**src/rtl/uart_pkg.sv**
```systemverilog
// Shared UART definitions: parity modes, serialiser state encoding, parity helper.
package uart_pkg;

  localparam int unsigned PAR_NONE = 0;
  localparam int unsigned PAR_EVEN = 1;
  localparam int unsigned PAR_ODD  = 2;

  typedef enum logic [1:0] {
    StIdle = 2'd0,
    StData = 2'd1,
    StPar  = 2'd2,
    StStop = 2'd3
  } ser_state_e;

  // Words narrower than 9 bits are zero-extended, which leaves the XOR unchanged.
  function automatic logic parity_bit(input logic [8:0] word, input int unsigned mode);
    return (mode == PAR_ODD) ? ~(^word) : ^word;
  endfunction

endpackage

```
**src/rtl/sync_fifo.sv**
```systemverilog
// Synchronous FIFO with occupancy count; the count tells full from empty.
module sync_fifo #(
  parameter int unsigned WIDTH = 8,
  parameter int unsigned DEPTH = 16,
  localparam int unsigned AW = $clog2(DEPTH),
  localparam int unsigned CW = AW + 1
) (
  input  logic             i_clk,
  input  logic             i_rst,
  input  logic             i_push,
  input  logic [WIDTH-1:0] i_data,
  input  logic             i_pop,
  output logic [WIDTH-1:0] o_data,
  output logic [CW-1:0]    o_count,
  output logic             o_full,
  output logic             o_empty
);

  logic [WIDTH-1:0] r_mem [DEPTH];
  logic [AW-1:0]    r_wr_ptr;
  logic [AW-1:0]    r_rd_ptr;
  logic [CW-1:0]    r_count;
  logic             w_do_push;
  logic             w_do_pop;

  assign o_full    = (r_count == CW'(DEPTH));
  assign o_empty   = (r_count == '0);
  assign o_count   = r_count;
  assign o_data    = r_mem[r_rd_ptr];
  assign w_do_push = i_push && !o_full;
  assign w_do_pop  = i_pop && !o_empty;

  // Pointers wrap naturally because DEPTH is a power of two.
  always_ff @(posedge i_clk) begin
    if (i_rst) begin
      r_wr_ptr <= '0;
      r_rd_ptr <= '0;
      r_count  <= '0;
    end else begin
      if (w_do_push) r_wr_ptr <= r_wr_ptr + 1'b1;
      if (w_do_pop)  r_rd_ptr <= r_rd_ptr + 1'b1;
      case ({w_do_push, w_do_pop})
        2'b10:   r_count <= r_count + 1'b1;
        2'b01:   r_count <= r_count - 1'b1;
        default: r_count <= r_count;
      endcase
    end
  end

  // Storage array, no reset needed since the count gates every read.
  always_ff @(posedge i_clk) begin
    if (w_do_push) r_mem[r_wr_ptr] <= i_data;
  end

endmodule

```
**src/rtl/uart_tx_buffered.sv**
```systemverilog
// Buffered UART transmitter: FIFO in front of a bit_tick-paced frame serialiser.
module uart_tx_buffered
  import uart_pkg::*;
#(
  parameter int unsigned DATA_BITS  = 8,
  parameter int unsigned PARITY     = 0,
  parameter int unsigned STOP_BITS  = 1,
  parameter int unsigned FIFO_DEPTH = 16
) (
  input  logic                        CLK,
  input  logic                        rst,
  input  logic                        bit_tick,
  input  logic [DATA_BITS-1:0]        data_in,
  input  logic                        valid_in,
  output logic                        ready,
  output logic                        TX,
  output logic                        busy,
  output logic [$clog2(FIFO_DEPTH):0] fifo_count
);

  localparam int unsigned IDX_W = $clog2(DATA_BITS);

  if (DATA_BITS < 5 || DATA_BITS > 9) begin : g_bad_data_bits
    $error("uart_tx_buffered: DATA_BITS must be 5..9");
  end
  if (PARITY > PAR_ODD) begin : g_bad_parity
    $error("uart_tx_buffered: PARITY must be 0, 1 or 2");
  end
  if (STOP_BITS < 1 || STOP_BITS > 2) begin : g_bad_stop_bits
    $error("uart_tx_buffered: STOP_BITS must be 1 or 2");
  end
  if (FIFO_DEPTH < 2 || (FIFO_DEPTH & (FIFO_DEPTH - 1)) != 0) begin : g_bad_depth
    $error("uart_tx_buffered: FIFO_DEPTH must be a power of two >= 2");
  end

  ser_state_e           r_state, w_state_next;
  logic [DATA_BITS-1:0] r_shreg, w_shreg_next;
  logic                 r_par_bit, w_par_next;
  logic [IDX_W-1:0]     r_bit_idx, w_bit_idx_next;
  logic [1:0]           r_stop_cnt, w_stop_cnt_next;
  logic                 r_tx, w_tx_next;
  logic                 r_busy, w_busy_next;
  logic                 w_load;
  logic                 w_pop;
  logic                 w_push;
  logic [DATA_BITS-1:0] w_fifo_data;
  logic                 w_fifo_full;
  logic                 w_fifo_empty;

  assign ready  = !w_fifo_full;
  assign w_push = valid_in && ready;
  assign TX     = r_tx;
  assign busy   = r_busy;

  sync_fifo #(
    .WIDTH (DATA_BITS),
    .DEPTH (FIFO_DEPTH)
  ) u_fifo (
    .i_clk   (CLK),
    .i_rst   (rst),
    .i_push  (w_push),
    .i_data  (data_in),
    .i_pop   (w_pop),
    .o_data  (w_fifo_data),
    .o_count (fifo_count),
    .o_full  (w_fifo_full),
    .o_empty (w_fifo_empty)
  );

  // Serialiser next state: every move happens on bit_tick. The tick that ends the
  // last stop bit also launches the next start bit when a word is waiting.
  always_comb begin
    w_state_next    = r_state;
    w_shreg_next    = r_shreg;
    w_par_next      = r_par_bit;
    w_bit_idx_next  = r_bit_idx;
    w_stop_cnt_next = r_stop_cnt;
    w_tx_next       = r_tx;
    w_load          = 1'b0;
    w_pop           = 1'b0;
    if (bit_tick) begin
      unique case (r_state)
        StIdle: w_load = !w_fifo_empty;
        StData: begin
          w_tx_next      = r_shreg[0];
          w_shreg_next   = r_shreg >> 1;
          w_bit_idx_next = r_bit_idx + 1'b1;
          if (r_bit_idx == IDX_W'(DATA_BITS - 1)) begin
            w_stop_cnt_next = '0;
            w_state_next    = (PARITY != PAR_NONE) ? StPar : StStop;
          end
        end
        StPar: begin
          w_tx_next    = r_par_bit;
          w_state_next = StStop;
        end
        StStop: begin
          if (r_stop_cnt == 2'(STOP_BITS)) begin
            // All stop bits have run their full period.
            w_load = !w_fifo_empty;
            if (w_fifo_empty) begin
              w_tx_next    = 1'b1;
              w_state_next = StIdle;
            end
          end else begin
            w_tx_next       = 1'b1;
            w_stop_cnt_next = r_stop_cnt + 1'b1;
          end
        end
        default: w_state_next = StIdle;
      endcase
      if (w_load) begin
        w_pop          = 1'b1;
        w_shreg_next   = w_fifo_data;
        w_par_next     = parity_bit(9'(w_fifo_data), PARITY);
        w_tx_next      = 1'b0;
        w_bit_idx_next = '0;
        w_state_next   = StData;
      end
    end
    w_busy_next = (w_state_next != StIdle);
  end

  // Serialiser registers; reset aborts any frame and parks the line high.
  always_ff @(posedge CLK) begin
    if (rst) begin
      r_state    <= StIdle;
      r_shreg    <= '0;
      r_par_bit  <= 1'b0;
      r_bit_idx  <= '0;
      r_stop_cnt <= '0;
      r_tx       <= 1'b1;
      r_busy     <= 1'b0;
    end else begin
      r_state    <= w_state_next;
      r_shreg    <= w_shreg_next;
      r_par_bit  <= w_par_next;
      r_bit_idx  <= w_bit_idx_next;
      r_stop_cnt <= w_stop_cnt_next;
      r_tx       <= w_tx_next;
      r_busy     <= w_busy_next;
    end
  end

endmodule
```
**config.mk**
```make
export PLATFORM = sky130hd
export DESIGN_NAME = uart_tx_buffered
export DESIGN_NICKNAME = d
export VERILOG_FILES = /design/src/rtl/uart_pkg.sv /design/src/rtl/sync_fifo.sv /design/src/rtl/uart_tx_buffered.sv
export SDC_FILE = /design/constraint.sdc
export NUM_CORES = 1
export LEC_CHECK = 0
export CAP_MARGIN = 40
export CORE_MARGIN = 5
export CORE_UTILIZATION = 55
export CTS_BUF_LIST = sky130_fd_sc_hd__clkbuf_16
export CTS_CLUSTER_DIAMETER = 150
export DETAILED_ROUTE_END_ITERATION = 6
export PLACE_DENSITY = 0.75
export SYNTH_ARGS = -nofsm -noshare
export SYNTH_HDL_FRONTEND = slang
export SYNTH_SLANG_ARGS = --single-unit
export TNS_END_PERCENT = 50
```
**constraint.sdc**
```tcl
create_clock -name CLK -period 7 [get_ports CLK]
set_input_delay 0.7 -clock CLK [delete_from_list [all_inputs] [get_ports CLK]]
set_output_delay 0.7 -clock CLK [all_outputs]
set_load 0.01 [all_outputs]
```
==> results.sh <==
export IMPL_status="completed"
export IMPL_fmaxAchievable_mhz=302
export IMPL_clock_sinks=163
export IMPL_setup_ws_ns=3.69
export IMPL_p_per_area_nw_per_um2=364
export IMPL_cp_num_cells=11
export IMPL_min_period_over_period_pct=47.3
export IMPL_power_leakage_uw=0.00252
export IMPL_synth_flop_cell="edfxtp_1"
export IMPL_die_area_um2=14700
export IMPL_synth_most_common_cell="edfxtp_1"
export IMPL_tightest_slew_ns=0.926
export IMPL_grt_antenna_before_repair=0
export IMPL_worst_r2r_path_depth=11
export IMPL_die_h_um=121
export IMPL_min_path_type="register to register"
export IMPL_synthTopCellsByArea="edfxtp_1 (57%), dfxtp_1 (10%), mux4_2 (7.3%)"
export IMPL_worstSetupEndpointType="register"
export IMPL_grt_max_degree=35
export IMPL_num_fill_cells=861
export IMPL_drive_above_1_share_pct=14.0
export IMPL_r2r_start="r_state[1]"
export IMPL_cts_resized_gates=0
export IMPL_ys_seq_elements=163
export IMPL_syn_area_um2=6800
export IMPL_diodes=0
export IMPL_ys_warn_count=0
export IMPL_cp_max_fo=10
export IMPL_min_to="TX"
export IMPL_holdCritStartpoint="TX"
export IMPL_worstPathArrival_ns=3.62
export IMPL_internal_power_uw=1990
export IMPL_area_growth_pct=13.1
export IMPL_synth_edff_count=128
export IMPL_peakVddDrop_uv=223
export IMPL_seq_area_um2=4550
export IMPL_cap_violations=0
export IMPL_ys_seq_area_share_pct=66.9
export IMPL_setup_tns_ns=0
export IMPL_pwr_share_comb_pct=26.5
export IMPL_period_needed_ns=3.31
export IMPL_place_area_um2=7130
export IMPL_fin_worst_skew_ns=0.0112
export IMPL_tritoncts="built"
export IMPL_seqPwrFrac_pct=41.9
export IMPL_fp_row_count=40
export IMPL_grt_usage_pct=18.4
export IMPL_worstHoldPathCells=2
export IMPL_ff2ff_setup_slack_ns=3.74
export IMPL_hold_viol_final=0
export IMPL_gr_total_overflow=0
export IMPL_slowest_stage="clkdlybuf4s50_1"
export IMPL_wire_per_inst_um=19.9
export IMPL_finalWirelength_um=12600
export IMPL_p_sw_uw=814
export IMPL_crit_path_frequent_cell="ha_1"
export IMPL_syn_avg_cell_area_um2=15.8
export IMPL_drc=0
export IMPL_reg2reg_to="u_fifo.o_count[4]"
export IMPL_cts_hold_buf=0
export IMPL_cts_buffers=17
export IMPL_die_w_um=121
export IMPL_critPathLaunchType="input port"
export IMPL_root_buffer="clkbuf_16"
export IMPL_crit_chain="clkdlybuf4s50_1, inv_1, a2111oi_4, ha_1, xor2_1, ha_1, o211ai_1, a21o_1, a21oi_2, xnor2_1, nor2_1"
export IMPL_dp_slack_ns=3.28
export IMPL_netlist_instances=429
export IMPL_portBuffers=19
export IMPL_yosysTopAreaCell="edfxtp_1"
export IMPL_syn_nets=456
export IMPL_critical_path_class="input port to register"
export IMPL_initialDrtViolationCount=279
export IMPL_critPathRequiredTime_ns=7.31
export IMPL_antenna_left=0
export IMPL_vias_per_cell=5.85
export IMPL_slew_viol_final=0
export IMPL_clock_path_buffers=2
export IMPL_dr_total_vias=3692
export IMPL_post_route_util_pct=63.7
export IMPL_drt_pass1_iter_count=5
export IMPL_place_hpwl_um=7970
export IMPL_slew_headroom_pct=36.7
export IMPL_swShare_pct=29.1
export IMPL_design_area_um2=7690
export IMPL_h_tree_depth=4
export IMPL_setup_viol=0
export IMPL_num_nets_final=478
export IMPL_rsz0062_at_grt="no"
export IMPL_synthArstFlopShare_pct=0
export IMPL_yosysTopAreaCellShare_pct=56.6
export IMPL_crit_buf_inv=2
export IMPL_initial_core_util_pct=56.3
export IMPL_core_area_um2=12100
export IMPL_gp_congestion=0.845
export IMPL_max_stage_delay_ns=0.61
export IMPL_p_clk_share_pct=31.6
export IMPL_cp_top_family="compound AO/OA/AOI/OAI gates"
export IMPL_multi_input_area_um2=2080
export IMPL_grt_pass1_wl_um=19800
export IMPL_path_clk_slew_ns=0.06
export IMPL_clock_latency_ns=0.43
export IMPL_grt_pass1_vias=3630
export IMPL_yosysUniqueCellTypes=43
export IMPL_ios=20
export IMPL_synthTopCellsByCount="edfxtp_1 (128), nor2_1 (50), dfxtp_1 (35)"
export IMPL_postCtsSetupRepairBufs=0
worst max path at each step:
stage | from | endpoint
2_1_floorplan | r_state[1] | u_fifo.o_count[4]
3_3_place_gp | bit_tick | u_fifo.o_count[4]
3_5_place_dp | bit_tick | u_fifo.o_count[4]
4_1_cts | bit_tick | u_fifo.o_count[4]
5_1_grt | bit_tick | u_fifo.o_count[4]
6_report | bit_tick | u_fifo.o_count[4]
layout by cell type (no fill, tap or decap), types with 4 or more instances in the layout:
master and count:
a211oi_1 9, a21oi_1 8, a22oi_1 19, buf_4 6
clkbuf_16 17, clkdlybuf4s50_1 19, clkinvlp_4 4, dfxtp_1 33
edfxtp_1 128, ha_1 15, inv_1 11, mux2i_1 10
mux4_1 10, mux4_2 22, nand2_1 22, nand2b_1 4
nor2_1 50, nor3_1 10, o21ai_0 5, xnor2_1 11
xor2_1 8
cell families (layout without fill, tap and decap cells):
group / after synthesis / count (layout) / synth area share, %
XOR/XNOR: 19 / 19 / 2.45
AO/OA/AOI/OAI: 55 / 55 / 5.97
flip-flops: 163 / 163 / 66.9
buffers and inverters: 33 / 67 / 2.52
multiplexers: 42 / 42 / 12.6
adder cells (fa/ha/maj): 15 / 15 / 2.76
AND/OR/NAND/NOR: 102 / 102 / 6.79
power by group through the flow:
stage | registers, µW | clock network (µW) | logic, µW
floorplan | 1180 | 0 | 587
global placement | 1190 | 0 | 719
detailed placement | 1190 | 0 | 745
CTS | 1170 | 895 | 752
global route | 1180 | 943 | 811
finish | 1170 | 884 | 743
routing by layer:
metal / vias up / global-route usage [%] / wire [µm]
li1: 1699 / - / -
met2: 95 / 29.2 / 6280
met5: - / 0 / 0
met4: 0 / 7.56 / 310
met1: 1870 / 24.3 / 5410
met3: 28 / 4.71 / 557
worst min-delay path, stage by stage, from the launching register on:
cell and delay (ns):
dfxtp_1 0.32, o21ai_0 0.07, nand2_1 0.05
final cells by class:
cell class / instances / share of cell area (%)
clock inverters: 14 / 1.79
inverters: 10 / 0.488
well taps: 168 / 2.73
multi-input cells: 233 / 27.1
clock buffers: 17 / 5.53
flip-flops and latches: 163 / 59.1
repair buffers: 26 / 3.21
sequential cells by signal (all words and copies together) (netlist names), named ones only:
signal and flops:
busy 1, r_stop_cnt 2, r_bit_idx 3, r_shreg 8
r_state 2, r_par_bit 1, u_fifo.o_count 5, u_fifo.r_mem 128
TX 1, u_fifo.r_wr_ptr 4, u_fifo.r_rd_ptr 4
metrics by stage:
stage,hold WS [ns],total power [µW],instances
final,0.493,2800,631
after global routing,0.520,2940,631
after CTS,0.498,2820,631
after detailed placement,0.490,1940,600
after global placement,0.468,1910,599
after floorplan,0.457,1760,429
(Power assumes the default switching activity.)
